File: config.mk
export PLATFORM = sky130hd
export DESIGN_NAME = clock_set_ctrl
export DESIGN_NICKNAME = d
export VERILOG_FILES = /design/src/rtl/clock_set_pkg.sv /design/src/rtl/wrap_counter.sv /design/src/rtl/clock_set_ctrl.sv
export SDC_FILE = /design/constraint.sdc
export NUM_CORES = 1
export LEC_CHECK = 0
export BUFFER_PORTS_ARGS = -buffer_cell sky130_fd_sc_hd__buf_2
export CORE_ASPECT_RATIO = 1.4
export CORE_MARGIN = 2
export CORE_UTILIZATION = 52
export DETAILED_ROUTE_END_ITERATION = 8
export GPL_TIMING_DRIVEN = 0
export PLACE_DENSITY = 0.82
export SYNTH_ARGS = -nofsm -noshare
export SYNTH_HDL_FRONTEND = slang
export SYNTH_SLANG_ARGS = --single-unit
File: constraint.sdc
create_clock -name clock -period 3.16 [get_ports clock]
set_input_delay 0.316 -clock clock [delete_from_list [all_inputs] [get_ports clock]]
set_output_delay 0.316 -clock clock [all_outputs]
set_load 0.02 [all_outputs]
File: src/rtl/clock_set_pkg.sv
// Shared encodings and widths for the time-of-day / alarm set controller.
package clock_set_pkg;

  localparam int HW = 5;
  localparam int MW = 6;

  typedef enum logic [2:0] {
    RUN       = 3'd0,
    SET_TIME  = 3'd1,
    SET_ALARM = 3'd2
  } mode_e;

  localparam logic FIELD_H = 1'b0;
  localparam logic FIELD_M = 1'b1;

  // Value a modulo-(max+1) counter takes after one increment.
  function automatic logic [MW-1:0] wrap_next(input logic [MW-1:0] v, input logic [MW-1:0] max);
    return (v == max) ? '0 : v + 1'b1;
  endfunction

endpackage

File: src/rtl/wrap_counter.sv
// Modulo-(MAX+1) counter with synchronous clear; carry flags the wrap increment.
module wrap_counter #(
  parameter int WIDTH = 6,
  parameter int MAX   = 59
) (
  input  logic             clock,
  input  logic             reset,
  input  logic             inc,
  input  logic             clear,
  output logic [WIDTH-1:0] value,
  output logic             carry
);

  localparam logic [WIDTH-1:0] MAX_V = WIDTH'(MAX);

  assign carry = inc & (value == MAX_V);

  always_ff @(posedge clock or negedge reset) begin
    if (!reset) begin
      value <= '0;
    end else if (clear) begin
      value <= '0;
    end else if (inc) begin
      value <= carry ? '0 : value + 1'b1;
    end
  end

endmodule

File: src/rtl/clock_set_ctrl.sv
// Time-of-day and alarm registers with the set-mode FSM that edits them,
// plus the alarm-ring trigger/timeout logic.
module clock_set_ctrl
  import clock_set_pkg::*;
#(
  parameter int HOUR_MAX  = 23,
  parameter int MIN_MAX   = 59,
  parameter int RING_SECS = 60
) (
  input  logic          clock,
  input  logic          reset,
  input  logic          tick_1hz,
  input  logic          semnal_setare,
  input  logic          semnal_setare_a,
  input  logic          semnal_stop,
  input  logic          semnal_b1,
  input  logic          semnal_b2,
  output logic [HW-1:0] hours,
  output logic [MW-1:0] minutes,
  output logic [MW-1:0] seconds,
  output logic [HW-1:0] al_hours,
  output logic [MW-1:0] al_minutes,
  output logic [2:0]    mode,
  output logic          edit_field,
  output logic          alarm_ring
);

  localparam logic [MW-1:0] MIN_MAX_V  = MW'(MIN_MAX);
  localparam logic [MW-1:0] HOUR_MAX_V = MW'(HOUR_MAX);

  logic b1_q, b2_q, setare_q, setare_a_q;
  logic b1_rise, b2_rise, setare_rise, setare_a_rise, setare_fall, setare_a_fall;
  mode_e state_q, state_d;
  logic field_q, field_d;
  logic ring_q, ring_d;
  logic [5:0] ring_cnt_q, ring_cnt_d;
  logic in_run, in_set_time, in_set_alarm;
  logic tick_time, exit_set_time;
  logic edit_h, edit_m, al_edit_h, al_edit_m;
  logic sec_carry, min_carry;
  logic unused_hr_carry, unused_al_min_carry, unused_al_hr_carry;
  logic [MW-1:0] next_min, next_hr;
  logic trigger, clear_ring;

  // Buttons arrive as levels; only the first cycle of each high level acts.
  always_ff @(posedge clock or negedge reset) begin
    if (!reset) begin
      b1_q       <= 1'b0;
      b2_q       <= 1'b0;
      setare_q   <= 1'b0;
      setare_a_q <= 1'b0;
    end else begin
      b1_q       <= semnal_b1;
      b2_q       <= semnal_b2;
      setare_q   <= semnal_setare;
      setare_a_q <= semnal_setare_a;
    end
  end

  assign b1_rise       = semnal_b1 & ~b1_q;
  assign b2_rise       = semnal_b2 & ~b2_q;
  assign setare_rise   = semnal_setare & ~setare_q;
  assign setare_a_rise = semnal_setare_a & ~setare_a_q;
  assign setare_fall   = setare_q & ~semnal_setare;
  assign setare_a_fall = setare_a_q & ~semnal_setare_a;

  assign in_run       = (state_q == RUN);
  assign in_set_time  = (state_q == SET_TIME);
  assign in_set_alarm = (state_q == SET_ALARM);

  assign tick_time     = tick_1hz & ~in_set_time;
  assign exit_set_time = in_set_time & (semnal_stop | setare_fall);

  assign edit_h    = in_set_time & b1_rise & (field_q == FIELD_H);
  assign edit_m    = in_set_time & b1_rise & (field_q == FIELD_M);
  assign al_edit_h = in_set_alarm & b1_rise & (field_q == FIELD_H);
  assign al_edit_m = in_set_alarm & b1_rise & (field_q == FIELD_M);

  wrap_counter #(.WIDTH(MW), .MAX(MIN_MAX)) u_sec (
    .clock(clock), .reset(reset), .inc(tick_time), .clear(exit_set_time),
    .value(seconds), .carry(sec_carry)
  );

  // An edit can never cascade: sec_carry is zero whenever editing is possible.
  wrap_counter #(.WIDTH(MW), .MAX(MIN_MAX)) u_min (
    .clock(clock), .reset(reset), .inc(sec_carry | edit_m), .clear(1'b0),
    .value(minutes), .carry(min_carry)
  );

  wrap_counter #(.WIDTH(HW), .MAX(HOUR_MAX)) u_hour (
    .clock(clock), .reset(reset), .inc((min_carry & sec_carry) | edit_h), .clear(1'b0),
    .value(hours), .carry(unused_hr_carry)
  );

  wrap_counter #(.WIDTH(MW), .MAX(MIN_MAX)) u_al_min (
    .clock(clock), .reset(reset), .inc(al_edit_m), .clear(1'b0),
    .value(al_minutes), .carry(unused_al_min_carry)
  );

  wrap_counter #(.WIDTH(HW), .MAX(HOUR_MAX)) u_al_hour (
    .clock(clock), .reset(reset), .inc(al_edit_h), .clear(1'b0),
    .value(al_hours), .carry(unused_al_hr_carry)
  );

  // Trigger compares the post-tick time, so it fires on the edge that shows hh:mm:00.
  assign next_min = wrap_next(minutes, MIN_MAX_V);
  assign next_hr  = (minutes == MIN_MAX_V) ? wrap_next({1'b0, hours}, HOUR_MAX_V) : {1'b0, hours};
  assign trigger  = sec_carry & (next_min == al_minutes) & (next_hr == {1'b0, al_hours});
  assign clear_ring = b1_rise | b2_rise | semnal_stop | (in_run & setare_rise);

  always_ff @(posedge clock or negedge reset) begin
    if (!reset) begin
      state_q    <= RUN;
      field_q    <= FIELD_H;
      ring_q     <= 1'b0;
      ring_cnt_q <= '0;
    end else begin
      state_q    <= state_d;
      field_q    <= field_d;
      ring_q     <= ring_d;
      ring_cnt_q <= ring_cnt_d;
    end
  end

  always_comb begin
    state_d    = state_q;
    field_d    = field_q;
    ring_d     = ring_q;
    ring_cnt_d = ring_cnt_q;
    case (state_q)
      RUN: begin
        if (setare_rise) begin
          state_d = SET_TIME;
          field_d = FIELD_H;
        end else if (setare_a_rise) begin
          state_d = SET_ALARM;
          field_d = FIELD_H;
        end
      end
      SET_TIME: begin
        if (b2_rise) field_d = ~field_q;
        if (semnal_stop || setare_fall) state_d = RUN;
      end
      SET_ALARM: begin
        if (b2_rise) field_d = ~field_q;
        if (semnal_stop || setare_a_fall) state_d = RUN;
      end
      default: state_d = RUN;
    endcase

    if (clear_ring) begin
      ring_d = 1'b0;
    end else if (trigger) begin
      ring_d     = 1'b1;
      ring_cnt_d = 6'(RING_SECS);
    end else if (tick_1hz && ring_q) begin
      ring_cnt_d = ring_cnt_q - 6'd1;
      if (ring_cnt_q == 6'd1) ring_d = 1'b0;
    end
  end

  assign mode       = state_q;
  assign edit_field = field_q;
  assign alarm_ring = ring_q;

endmodule

[Word-level counts from Yosys, hierarchy flattened]
Index checks and enable logic that the tools add are counted.
Operators by class
  $add $sub $neg: 7
  reductions and logical operators: 14
  mux-type cells: 25
  eq/ne operators: 14
  bitwise gates (word level): 38
Operators by type and width (count)
  6-bit two-way mux: 10
  1-bit bitwise AND: 23
  6-bit by 1-bit adder with 6-bit output (second input constant): 3
  6-bit equality test (second input constant): 3
  3-bit two-way mux: 4
  5-bit by 1-bit adder with 5-bit output (second input constant): 2
  5-bit equality test (second input constant): 2
  5-bit two-way mux: 2
  1-bit inverter: 9
  3-bit one-hot mux with 3 select lines: 1
  1-bit two-way mux: 7
  5-bit by 1-bit adder with 6-bit output (second input constant): 1
  6-bit by 1-bit equality test with 1-bit output (second input constant): 1
  6-bit by 5-bit equality test with 1-bit output: 1
  6-bit equality test: 1
  2-bit by 1-bit != test with 1-bit output (second input constant): 3
  1-bit OR: 6
  3-bit AND reduction: 2
  2-bit nonzero test: 3
  3-bit nonzero test: 2
  6-bit by 1-bit subtractor with 6-bit output (second input constant): 1
  2-bit AND reduction: 2
  3-bit by 1-bit equality test with 1-bit output (second input constant): 1
  3-bit by 2-bit equality test with 1-bit output (second input constant): 1
  6 further kinds: 7
Storage, ports and cells
  bits of input ports: 8
  output and inout bits: 33
  flip-flop bits (word level): 43
  word-level logic and storage cells: 111

[Depth between registers and ports, before layout]
  word-level depth: 10
  depth in mapped cells: 10

[By module]
Synthesis repeated with hierarchy kept, for this count alone.
Second synthesis, totals
  cells, all modules: 310
  area total of the unflattened synthesis: 2852.7 µm²
By module, submodules not included
  clock_set_ctrl: cells each 153, area each 1297.5 µm², times used 1
  wrap_counter at u_al_min ...: cells each 35, area each 334.1 µm², times used 3
  wrap_counter at u_al_hour ...: cells each 26, area each 276.5 µm², times used 2

[Worst setup path before layout]
OpenSTA, ideal clock, no wires.
  path type: register to register
  from: register u_min.value[0]
  to: register ring_cnt_q[1]
  path buffers: 2
  arrival: 2.219 ns
  setup slack: 0.822 ns
  setup time: 0.119 ns
  cell stages (with the launch flop): 11
  clock period less this slack: 2.338 ns
  cell sequence: dfrtp_1 > ha_1 > and2_4 > buf_6 > and2_4 > buf_6 > mux2i_1 > xnor2_1 > nor4_2 > nand4_2 > and2_1
Between the ends
  longest elaborated chain between the ends: 7
Ends and longest elaborated chain
  from (decl): RTL line wrap_counter.sv:10  | output logic [WIDTH-1:0] value,
  from (signal assigned): RTL line wrap_counter.sv:24  | value <= carry ? '0 : value + 1'b1;
  6-bit by 1-bit adder with 6-bit output / 6-bit equality test (equally long branches): RTL line clock_set_pkg.sv:18, clock_set_ctrl.sv:107
  6-bit two-way mux: RTL line clock_set_pkg.sv:18  | return (v == max) ? '0 : v + 1'b1;
  6-bit equality test: RTL line clock_set_ctrl.sv:108  | assign trigger = sec_carry & (next_min == al_minutes) & (next_hr == {1'b0, al_hours});
  1-bit bitwise AND: RTL line clock_set_ctrl.sv:108
  1-bit bitwise AND (*): RTL line clock_set_ctrl.sv:108
  2-bit nonzero test (no source line)
  2-bit AND reduction (no source line)
  to (signal assigned): RTL line clock_set_ctrl.sv:121  | ring_cnt_q <= ring_cnt_d;
  to (decl): RTL line clock_set_ctrl.sv:36  | logic [5:0] ring_cnt_q, ring_cnt_d;
Every way passes the cells marked *; elsewhere a longest branch is shown, timed or not.
A chain may end at the register's enable or synchronous reset.

[Worst setup path in the final report]
  from: register u_min.value[0]
  to: register ring_cnt_q[0]
Same word-level chain as after synthesis.

==> flow_summary.toml <==
[synth]
syn_area_per_cell_sq_um = 9.01
ys_types = 49
synthArstFlopShare_pct = 100
syn_inst = 288
yosysWarnings = 0
synth-edff-count = 0
ys_ff_latch = 42
syn-num-nets = 306
ys.flop_type = "dfrtp_1"
netlist_area_sq_um = 2600
synth_seq_area_share_pct = 40.5

[clock_network]
cts_hold_buf = 0
cts_tree = "yes"
clk_pin_slew_ns = 0.08
cts_buffer_depth = 2
cts_setup_buffers = 0
clock_latency_ns = 0.30
cts.sinks = 42
cts_resized = 0
htreeDepth = 2
cts_made_buffers = 5
root_buffer = "clkbuf_8"

[job]
maxCapViolCount = 0

[power]
seq_power_share_pct = 37.4
comb_power_share_pct = 43.3
swShare_pct = 42.4
p_leak_nw = 1.37
p_sw_mw = 0.942
total_power_mw = 2.22
pwr-share-clk_pct = 19.2
p_per_area_nw_per_um2 = 745
ir_worst_vdd_uv = 471
internal_power_mw = 1.28

[cells_and_area]
syn2layout_area_growth_pct = 14.8
final_cell_mix = "dfrtp_1, nand2_1, buf_2"
drive_gt1_share_pct = 19.1
nets = 352
mostFrequentLayoutCell = "dfrtp_1"
finalCoreUtilization_pct = 61.6
diodes = 0

[worst_setup_path]
critPathKind = "reg2reg"
cp_max_fo = 9
crit_path_max_incr_delay_ns = 0.50
arrival_ns = 2.76
cp-start-kind = "flop"
critical-path-slowest-cell = "dfrtp_1"
cp_top_family = "simple AND/OR/NAND/NOR gates"
path_cells = "ha_1 > and2_4 > buf_6 > nand2_1 > nor2_1 > o221ai_1 > nor4_2 > nand4_2 > and2_1"
crit_required_ns = 3.35
crit_buf_inv = 1
endpoint_kind = "flop"

[timing]
tightest_slew_ns = 0.920
rsz0062_at_grt = "no"
fin_crit_ns = 2.58
setup_violations = 0
finClkSkew_ns = 0.00794
setup-tns-final_ns = 0
maxSlewHeadroom_pct = 38.7
max_freq_mhz = 388
finalMaxSlewViolations = 0
finalHoldViolCount = 0
period_share_pct = 81.5

[route]
first_iter_violations = 138
avgRoutedWirePerCell_um = 13.9
dr_total_vias = 2291
detail_route.drc_violations = 0
firstDrtPassIters = 4
wl_um = 5530
drtAntennaViolNets = 0
vias_per_cell = 5.74

[die]
start_util_pct = 53.6
ios = 41
die_h_um = 87.6
fp.dieArea_sq_um = 5580
core_sq_um = 4840
fp-row-count = 30
die_w_um = 63.7

[grt]
grt_max_degree = 43
grt_pass1_wl_um = 9470
grt-ovfl-total = 0
grt_antenna_before_repair = 0
grt_usage_pct = 21.1
grt_pass1_vias = 2150

[min_path]
min_path_type = "in2reg"

[placement]
dp_hpwl_um = 4050
gp_congestion = 0.880
port_buffers = 39

[outcome]
outcome = "completed"
-- logic make-up after synthesis --
| logic type | after synthesis | share of synthesized area [%] |
|---|---|---|
| fa+ha+maj | 10 | 4.82 |
| simple gates | 113 | 22.8 |
| buf+inv | 27 | 4.92 |
| compound gates | 66 | 16.2 |
| flops | 42 | 40.5 |
| other cells | 1 | 0.144 |
| xor+xnor | 18 | 6.07 |
| mux | 11 | 4.48 |
-- worst paths after layout --
kind,depth (start not counted),endpoint,slack (ns),startpoint
worst min register to register,2,ring_cnt_q[5],0.52,ring_cnt_q[5]
min in group asynchronous,1,u_min.value[0],0.15,reset
worst max-delay path,9,ring_cnt_q[0],0.58,u_min.value[0]
worst min-delay path,1,b1_q,0.13,semnal_b1
max in group asynchronous,1,u_al_hour.value[0],2.43,reset
worst max register to register,9,ring_cnt_q[0],0.58,u_min.value[0]
-- through the flow --
step / cells / hold slack (ns) / cell area [sq um] / worst slack, ns
finish: 399 / 0.131 / 2980 / 0.585
global route: 399 / 0.119 / 2980 / 0.315
CTS: 399 / 0.126 / 2980 / 0.589
detailed placement: 391 / 0.438 / 2870 / 0.627
global placement: 391 / 0.435 / 2870 / 0.611
floorplan: 288 / 0.0204 / 2600 / 0.822
-- layout make-up --
| type | instances | area, sq um |
|---|---|---|
| clock inverter | 2 | 37.5 |
| sequential | 42 | 1050 |
| timing repair buffer | 39 | 195 |
| fill | 426 | 1860 |
| clock buffer | 6 | 72.6 |
| inverter | 13 | 48.8 |
| buffer | 14 | 78.8 |
| tap | 64 | 80.1 |
| multi-input combinational | 219 | 1420 |
-- power by group through the flow --
stage	sequential [mW]	combinational, mW	clock [mW]
finish	0.831	0.963	0.427
global route	0.857	1.06	0.455
CTS	0.829	0.963	0.431
detailed placement	0.839	0.954	0
global placement	0.833	0.931	0
floorplan	0.953	0.560	0
-- cell usage after synthesis, types with 2 or more instances --
library cell / instances / area share [%]
a311oi_1: 3 / 1.0
a31oi_1: 6 / 1.4
nand2_1: 39 / 5.6
a211oi_1: 2 / 0.58
dfrtp_1: 42 / 40
o31ai_1: 5 / 1.4
inv_1: 13 / 1.9
o211ai_1: 4 / 1.2
mux2_2: 5 / 2.2
nand4b_1: 2 / 0.67
nand2b_1: 8 / 1.9
a21oi_1: 10 / 1.9
nor4_1: 4 / 0.96
and3_1: 4 / 0.96
buf_6: 3 / 1.3
a31o_2: 2 / 0.67
a41oi_1: 2 / 0.67
mux2i_1: 6 / 2.3
nor3_1: 5 / 0.96
o21ai_0: 21 / 4.0
nand3_1: 15 / 2.9
ha_1: 10 / 4.8
a22o_1: 3 / 1.0
and2_4: 2 / 0.67
nor2_1: 12 / 1.7
nor4_2: 2 / 0.96
and2_1: 2 / 0.48
nand4_1: 5 / 1.2
xnor2_1: 11 / 3.7
nor2b_1: 6 / 1.4
xor2_1: 7 / 2.4
clkbuf_1: 10 / 1.4
-- flip-flops by register name, summed over array words and instances, names as in the netlist --
| name | flops |
|---|---|
| alarm_ring | 1 |
| b1_q | 1 |
| b2_q | 1 |
| edit_field | 1 |
| mode | 2 |
| ring_cnt_q | 6 |
| setare_a_q | 1 |
| setare_q | 1 |
| u_al_hour.value | 5 |
| u_al_min.value | 6 |
| u_hour.value | 5 |
| u_min.value | 6 |
| u_sec.value | 6 |
-- metal layers --
metal  GRT usage, %  part of all wire [%]  vias up
met4           8.50                   2.2        0
met5              0                     0        -
met1           25.2                    42     1091
li1               -                     -     1117
met3           3.21                   4.2       12
met2           38.0                    51       71
No activity file was read; power rests on OpenSTA's default activity.
